<file path="src/rtl/ppm_accum_correlator_if.sv">
// rtl/ppm_accum_correlator_if.sv - chip input and symbol decision bundle for ppm_accum_correlator
//
// Purpose: groups the slot-count input stream and the per-symbol decision
// outputs of the PPM correlator into one interface.
// Signals:
//   frame_start     - resynchronise slot/rep counters to 0 (source -> correlator)
//   chip_valid      - chip_in holds the count for the current slot
//   chip_in         - unsigned slot count, CHIP_BITS wide
//   corr_threshold  - minimum accumulated peak, ACC_BITS wide
//   sym_valid       - one-cycle pulse, decision fields are new (correlator -> sink)
//   symbol          - winning slot index
//   peak_value      - accumulated count of the winning slot
//   threshold_unmet - peak_value < corr_threshold
//   tie             - two or more slots share the peak
// Modports: master drives the chip side, slave is the correlator.

interface ppm_accum_correlator_if #(
    parameter int PPM_BITS  = 4,
    parameter int CHIP_BITS = 1,
    parameter int ACC_BITS  = 1
);
    logic                 frame_start;
    logic                 chip_valid;
    logic [CHIP_BITS-1:0] chip_in;
    logic [ACC_BITS-1:0]  corr_threshold;
    logic                 sym_valid;
    logic [PPM_BITS-1:0]  symbol;
    logic [ACC_BITS-1:0]  peak_value;
    logic                 threshold_unmet;
    logic                 tie;

    modport master (
        output frame_start, chip_valid, chip_in, corr_threshold,
        input  sym_valid, symbol, peak_value, threshold_unmet, tie
    );

    modport slave (
        input  frame_start, chip_valid, chip_in, corr_threshold,
        output sym_valid, symbol, peak_value, threshold_unmet, tie
    );
endinterface

</file>
<file path="src/rtl/ppm_accum_correlator.sv">
// rtl/ppm_accum_correlator.sv - streaming M-ary PPM demodulator with multi-frame accumulation
//
// Purpose: accepts one slot count per valid cycle, accumulates counts over
// REPS frames of the same symbol, tracks the peak slot with a running compare
// during the final frame and registers one decision per symbol.
// Ports:
//   clk  - rising-edge clock
//   rst  - synchronous active-high reset
//   bus  - ppm_accum_correlator_if.slave (chip input, decision outputs)
// Parameters: PPM_BITS (log2 slots per frame), CHIP_BITS (slot count width),
// REPS (frames accumulated per symbol, >= 1).

module ppm_accum_correlator #(
    parameter int PPM_BITS  = 4,
    parameter int CHIP_BITS = 1,
    parameter int REPS      = 1
) (
    input  logic                    clk,
    input  logic                    rst,
    ppm_accum_correlator_if.slave   bus
);
    localparam int ACC_BITS = CHIP_BITS + $clog2(REPS);
    localparam int M        = 1 << PPM_BITS;
    localparam int REP_BITS = (REPS > 1) ? $clog2(REPS) : 1;

    localparam logic [REP_BITS-1:0] LAST_REP  = REP_BITS'(REPS - 1);
    localparam logic [PPM_BITS-1:0] LAST_SLOT = '1;

    logic [PPM_BITS-1:0] s_q;
    logic [REP_BITS-1:0] r_q;
    logic [ACC_BITS-1:0] acc [M];

    // Running peak of the final frame
    logic [ACC_BITS-1:0] best_q;
    logic [PPM_BITS-1:0] idx_q;
    logic                tie_q;

    logic                sym_valid_q;
    logic [PPM_BITS-1:0] symbol_q;
    logic [ACC_BITS-1:0] peak_q;
    logic                unmet_q;
    logic                tie_out_q;

    logic [PPM_BITS-1:0] s_eff;
    logic [REP_BITS-1:0] r_eff;
    logic [ACC_BITS-1:0] sum;
    logic                last_rep;
    logic                last_slot;
    logic [ACC_BITS-1:0] cmp_best;
    logic [PPM_BITS-1:0] cmp_idx;
    logic                cmp_tie;

    // frame_start makes the current chip slot 0 of rep 0, so the counters
    // are replaced before they feed the accumulator and the compare.
    always_comb begin
        s_eff     = bus.frame_start ? '0 : s_q;
        r_eff     = bus.frame_start ? '0 : r_q;
        last_rep  = (r_eff == LAST_REP);
        last_slot = (s_eff == LAST_SLOT);
        // rep 0 overwrites, so stale contents from the previous symbol never leak in
        sum       = ((r_eff == '0) ? '0 : acc[s_eff]) + ACC_BITS'(bus.chip_in);
    end

    // Running compare; the higher slot index wins a tie because slots arrive in order.
    always_comb begin
        cmp_best = best_q;
        cmp_idx  = idx_q;
        cmp_tie  = tie_q;
        if (s_eff == '0) begin
            cmp_best = sum;
            cmp_idx  = '0;
            cmp_tie  = 1'b0;
        end else if (sum > best_q) begin
            cmp_best = sum;
            cmp_idx  = s_eff;
            cmp_tie  = 1'b0;
        end else if (sum == best_q) begin
            cmp_idx  = s_eff;
            cmp_tie  = 1'b1;
        end
    end

    // Accumulator contents are don't-care after reset, so no reset term here.
    always_ff @(posedge clk) begin
        if (bus.chip_valid) begin
            acc[s_eff] <= sum;
        end
    end

    always_ff @(posedge clk) begin
        if (rst) begin
            s_q         <= '0;
            r_q         <= '0;
            best_q      <= '0;
            idx_q       <= '0;
            tie_q       <= 1'b0;
            sym_valid_q <= 1'b0;
            symbol_q    <= '0;
            peak_q      <= '0;
            unmet_q     <= 1'b0;
            tie_out_q   <= 1'b0;
        end else begin
            sym_valid_q <= 1'b0;
            if (bus.chip_valid) begin
                if (last_slot) begin
                    s_q <= '0;
                    r_q <= last_rep ? '0 : r_eff + REP_BITS'(1);
                end else begin
                    s_q <= s_eff + PPM_BITS'(1);
                    r_q <= r_eff;
                end
                if (last_rep) begin
                    best_q <= cmp_best;
                    idx_q  <= cmp_idx;
                    tie_q  <= cmp_tie;
                    if (last_slot) begin
                        sym_valid_q <= 1'b1;
                        symbol_q    <= cmp_idx;
                        peak_q      <= cmp_best;
                        unmet_q     <= (cmp_best < bus.corr_threshold);
                        tie_out_q   <= cmp_tie;
                    end
                end
            end else if (bus.frame_start) begin
                s_q <= '0;
                r_q <= '0;
            end
        end
    end

    assign bus.sym_valid       = sym_valid_q;
    assign bus.symbol          = symbol_q;
    assign bus.peak_value      = peak_q;
    assign bus.threshold_unmet = unmet_q;
    assign bus.tie             = tie_out_q;

endmodule

</file>
<file path="src/flat_wrapper.sv">
// flat-port wrapper written by rule: the top's interface ports become plain ports
module ppm_accum_correlator_flat 
#(
    parameter int PPM_BITS  = 4,
    parameter int CHIP_BITS = 1,
    parameter int REPS      = 1
)
  (clk, rst, bus_frame_start, bus_chip_valid, bus_chip_in, bus_corr_threshold, bus_sym_valid, bus_symbol, bus_peak_value, bus_threshold_unmet, bus_tie);
  ppm_accum_correlator_if #(.PPM_BITS(PPM_BITS), .CHIP_BITS(CHIP_BITS), .ACC_BITS(1)) bus_i ();
  input  logic clk;
  input  logic rst;
  input wire logic [$bits(bus_i.frame_start)-1:0] bus_frame_start;
  input wire logic [$bits(bus_i.chip_valid)-1:0] bus_chip_valid;
  input wire logic [$bits(bus_i.chip_in)-1:0] bus_chip_in;
  input wire logic [$bits(bus_i.corr_threshold)-1:0] bus_corr_threshold;
  output wire logic [$bits(bus_i.sym_valid)-1:0] bus_sym_valid;
  output wire logic [$bits(bus_i.symbol)-1:0] bus_symbol;
  output wire logic [$bits(bus_i.peak_value)-1:0] bus_peak_value;
  output wire logic [$bits(bus_i.threshold_unmet)-1:0] bus_threshold_unmet;
  output wire logic [$bits(bus_i.tie)-1:0] bus_tie;
  assign bus_i.frame_start = bus_frame_start;
  assign bus_i.chip_valid = bus_chip_valid;
  assign bus_i.chip_in = bus_chip_in;
  assign bus_i.corr_threshold = bus_corr_threshold;
  assign bus_sym_valid = bus_i.sym_valid;
  assign bus_symbol = bus_i.symbol;
  assign bus_peak_value = bus_i.peak_value;
  assign bus_threshold_unmet = bus_i.threshold_unmet;
  assign bus_tie = bus_i.tie;
  ppm_accum_correlator #(.PPM_BITS(PPM_BITS), .CHIP_BITS(CHIP_BITS), .REPS(REPS)) u_core (.clk(clk), .rst(rst), .bus(bus_i));
endmodule
</file>
<file path="config.mk">
export PLATFORM = sky130hd
export DESIGN_NAME = ppm_accum_correlator_flat
export DESIGN_NICKNAME = d
export VERILOG_FILES = /design/src/rtl/ppm_accum_correlator_if.sv /design/src/rtl/ppm_accum_correlator.sv /design/src/flat_wrapper.sv
export SDC_FILE = /design/constraint.sdc
export NUM_CORES = 1
export LEC_CHECK = 0
export CAP_MARGIN = 25
export CORE_UTILIZATION = 45
export DETAILED_ROUTE_END_ITERATION = 7
export DONT_BUFFER_PORTS = 1
export GPL_TIMING_DRIVEN = 0
export SKIP_LAST_GASP = 1
export SLEW_MARGIN = 20
export SYNTH_ARGS = -nofsm -noshare
export SYNTH_HDL_FRONTEND = slang
export SYNTH_SLANG_ARGS = --single-unit
</file>
<file path="constraint.sdc">
create_clock -name clk -period 6.65 [get_ports clk]
set_input_delay 0.665 -clock clk [delete_from_list [all_inputs] [get_ports clk]]
set_output_delay 0.665 -clock clk [all_outputs]
set_load 0.02 [all_outputs]
</file>
==> key figures <==
Outcome
  • Status: finished, final reports clean

Worst setup path
  • Crit path required time: 6870 ps
  • Setup crit start: u_core.s_q[1]
  • CP endpoint kind: flop
  • Reg-to-reg startpoint: u_core.s_q[1]
  • R2R Setup Slk: 3430 ps
  • Worst path arrival time: 3440 ps
  • Reg2reg path depth: 12
  • Crit start category: flop
  • Crit path max fanout: 7
  • CP Class: reg2reg

Global routing
  • Number of global-route vias before repair: 1228
  • Initial antenna violation count: 0
  • Grt total ovfl: 0
  • Largest net degree at the start of global routing: 17
  • GRT Resource Usage Total: 19.3%
  • First-pass GRT wire length: 5820 um

STA
  • TNS Setup: 0 ps
  • Final min period: 3220 ps
  • Final hold vios: 0
  • Fmax: 311 MHz
  • Slew at the pin with the worst max-slew slack: 470 ps
  • Hold Slack: 457 ps
  • Final setup fails: 0
  • Tcrit/Tclk final: 48.4%
  • Slew HR: 68.6%
  • RSZ-0062 raised after global routing: false
  • Clock Skews: 5.55 ps
  • Slew Viols, Final: 0

Route
  • DR vias/cell: 5.38
  • DRC viols: 0
  • First drt pass iteration count: 4
  • WL/cell: 14.3 um
  • Initial DRC count: 74
  • Via Count: 1238
  • Routed Antenna Nets: 0
  • Final WL: 3290 um

Place
  • DP Wirelength: 2380 um
  • GP Congestion: 0.766
  • Input/output buffers: 0

Floorplan
  • DIE AREA: 3950 um^2
  • Core area: 3440 um^2
  • Initial Util: 48.5%
  • IO Pins: 14
  • DIE HEIGHT: 62.9 um
  • Chip Width: 62.9 um
  • # rows: 21

Yosys
  • Post-synth EDFFs: 16
  • Cell area after synthesis: 1670 um^2
  • Syn Area/Cell: 9.48 um^2
  • Post-synthesis cell type with the largest combined area: edfxtp_1
  • Synth top area share: 28.8%
  • Synth unique cells: 36
  • Synthesized netlist cell count: 176
  • Number of synthesis warnings: 0
  • Ys async rst share: 0%
  • Synth top area cells: edfxtp_1, dfxtp_1, nand2_1, a21oi_1, nor2_1
  • Post-synth net total: 187
  • Synthesized flop and latch total: 35
  • Post-synth top flop: dfxtp_1
  • Sequential-to-total area share from yosys stat: 51.6%

Clock tree
  • Post-CTS setup buffers: 0
  • Cts repair resizes: 0
  • Clock slew at reported path FFs: 70 ps
  • Hold bufs inserted after CTS: 0
  • Clk sinks: 35
  • Max clock buf depth: 2
  • CTS Root Cell: clkbuf_8
  • Worst-Skew Late Latency: 290 ps
  • H-tree depth: 2
  • CTS buffer count: 5
  • CTS tree: built

Pwr
  • Power Density: 221 nW/um^2
  • Leak: 0.000589 uW
  • Peak VDD IR: 0.000142 V
  • Total power: 400 uW

Final layout
  • Area growth syn-to-layout: 8.33%
  • Final Core Density: 52.5%
  • # nets final: 194
  • Layout cells sized above 1: 10.9%
  • ANT cells: 0

Hold path
  • Hold Startpoint: u_core.idx_q[3]
  • Worst hold stages: 2
  • Worst hold path type: reg2reg

Job
  • Max Cap Viol: 0
path summary, 6_finish.rpt:
| check | end |
|---|---|
| hold / removal | u_core.idx_q[3] |
| hold reg to reg | u_core.idx_q[3] |
| setup / recovery | u_core.bus.symbol[1] |
| setup reg to reg | u_core.bus.symbol[1] |
worst max-delay path, cell delays in order, from the launching register on:
cell and delay [ps]:
dfxtp_1 480, and2b_2 250, inv_1 130, o32ai_1 300, a2bb2oi_1 280, a31oi_1 200
or2_2 330, ha_1 370, nor2_1 260, nand2_1 110, a21oi_1 210, nand2_1 90
a21oi_1 120
cell usage in the layout, fill, tap and decap left out:
master	n
dfxtp_1	19
a31oi_1	1
ha_1	5
and4_4	1
clkinv_2	1
nand3b_1	3
nand2b_1	2
a21oi_1	19
buf_2	3
and2b_2	1
o22ai_1	1
nand4_1	1
o21ai_0	5
nor2b_1	5
edfxtp_1	16
o221ai_1	1
clkbuf_8	5
or3b_2	1
clkbuf_1	5
o32ai_1	1
or3b_1	1
a2bb2oi_1	1
a2111oi_4	1
mux2i_1	3
xnor2_1	1
nand2_1	30
and2_1	2
or2_2	2
o21ba_2	1
inv_1	8
nor3_1	4
a21oi_2	1
buf_6	1
mux2_2	2
nor2_1	25
xor2_1	2
o41ai_1	1
o41a_1	2
logic make-up after synthesis:
| logic type | share of synthesized area (%) |
|---|---|
| mux | 3.15 |
| compound gates | 14.2 |
| buf+inv | 4.05 |
| simple gates | 21.7 |
| fa+ha+maj | 3.75 |
| flops | 51.6 |
| xor+xnor | 1.58 |
registers in the layout, indices dropped and copies added (netlist names):
name                        flops
u_core.acc                     16
u_core.bus.symbol               4
u_core.idx_q                    4
u_core.s_q                      4
u_core.best_q                   1
u_core.bus.peak_value           1
u_core.bus.sym_valid            1
u_core.bus.threshold_unmet      1
u_core.bus.tie                  1
u_core.r_q                      1
u_core.tie_q                    1
metrics by stage:
stage	instances	worst slack [ps]	instance area, um^2
after floorplan	176	3660	1670
after global placement	222	3340	1730
after detailed placement	222	3280	1730
after CTS	230	3430	1810
after global routing	230	3050	1810
final	230	3430	1810
synth_stat cells (all sizes together) (3+ instances only):
cell type / n
nand2: 30
a21oi: 20
nand3b: 3
clkbuf: 3
o21ai: 5
buf: 4
dfxtp: 19
inv: 8
mux2i: 3
nor3: 4
nor2b: 5
ha: 5
nor2: 25
edfxtp: 16
power breakdown:
group | leakage, uW | switching, uW | total [uW] | internal, uW
clock network | 0.0000422 | 74.1 | 148 | 73.4
registers | 0.000298 | 0.974 | 228 | 227
logic | 0.000248 | 16.5 | 24.6 | 8.14
total | 0.000589 | 91.6 | 400 | 308
layer usage:
metal	wire length (um)	track usage, %	up-vias
li1	-	-	620
met1	1610	26.1	584
met2	1440	28.9	29
met3	195	6.39	5
met4	51	6.10	0
met5	0	0	-
final cells by class:
type | instances | area [um^2]
plain buffers | 7 | 37.5
clock buffers | 7 | 76.3
clock inverters | 1 | 5.00
fillers | 328 | 1640
inverters | 8 | 30.0
multi-input cells | 126 | 739
flip-flops and latches | 35 | 861
well taps | 46 | 57.6
Note: power is estimated with default switching activity, not from simulation.
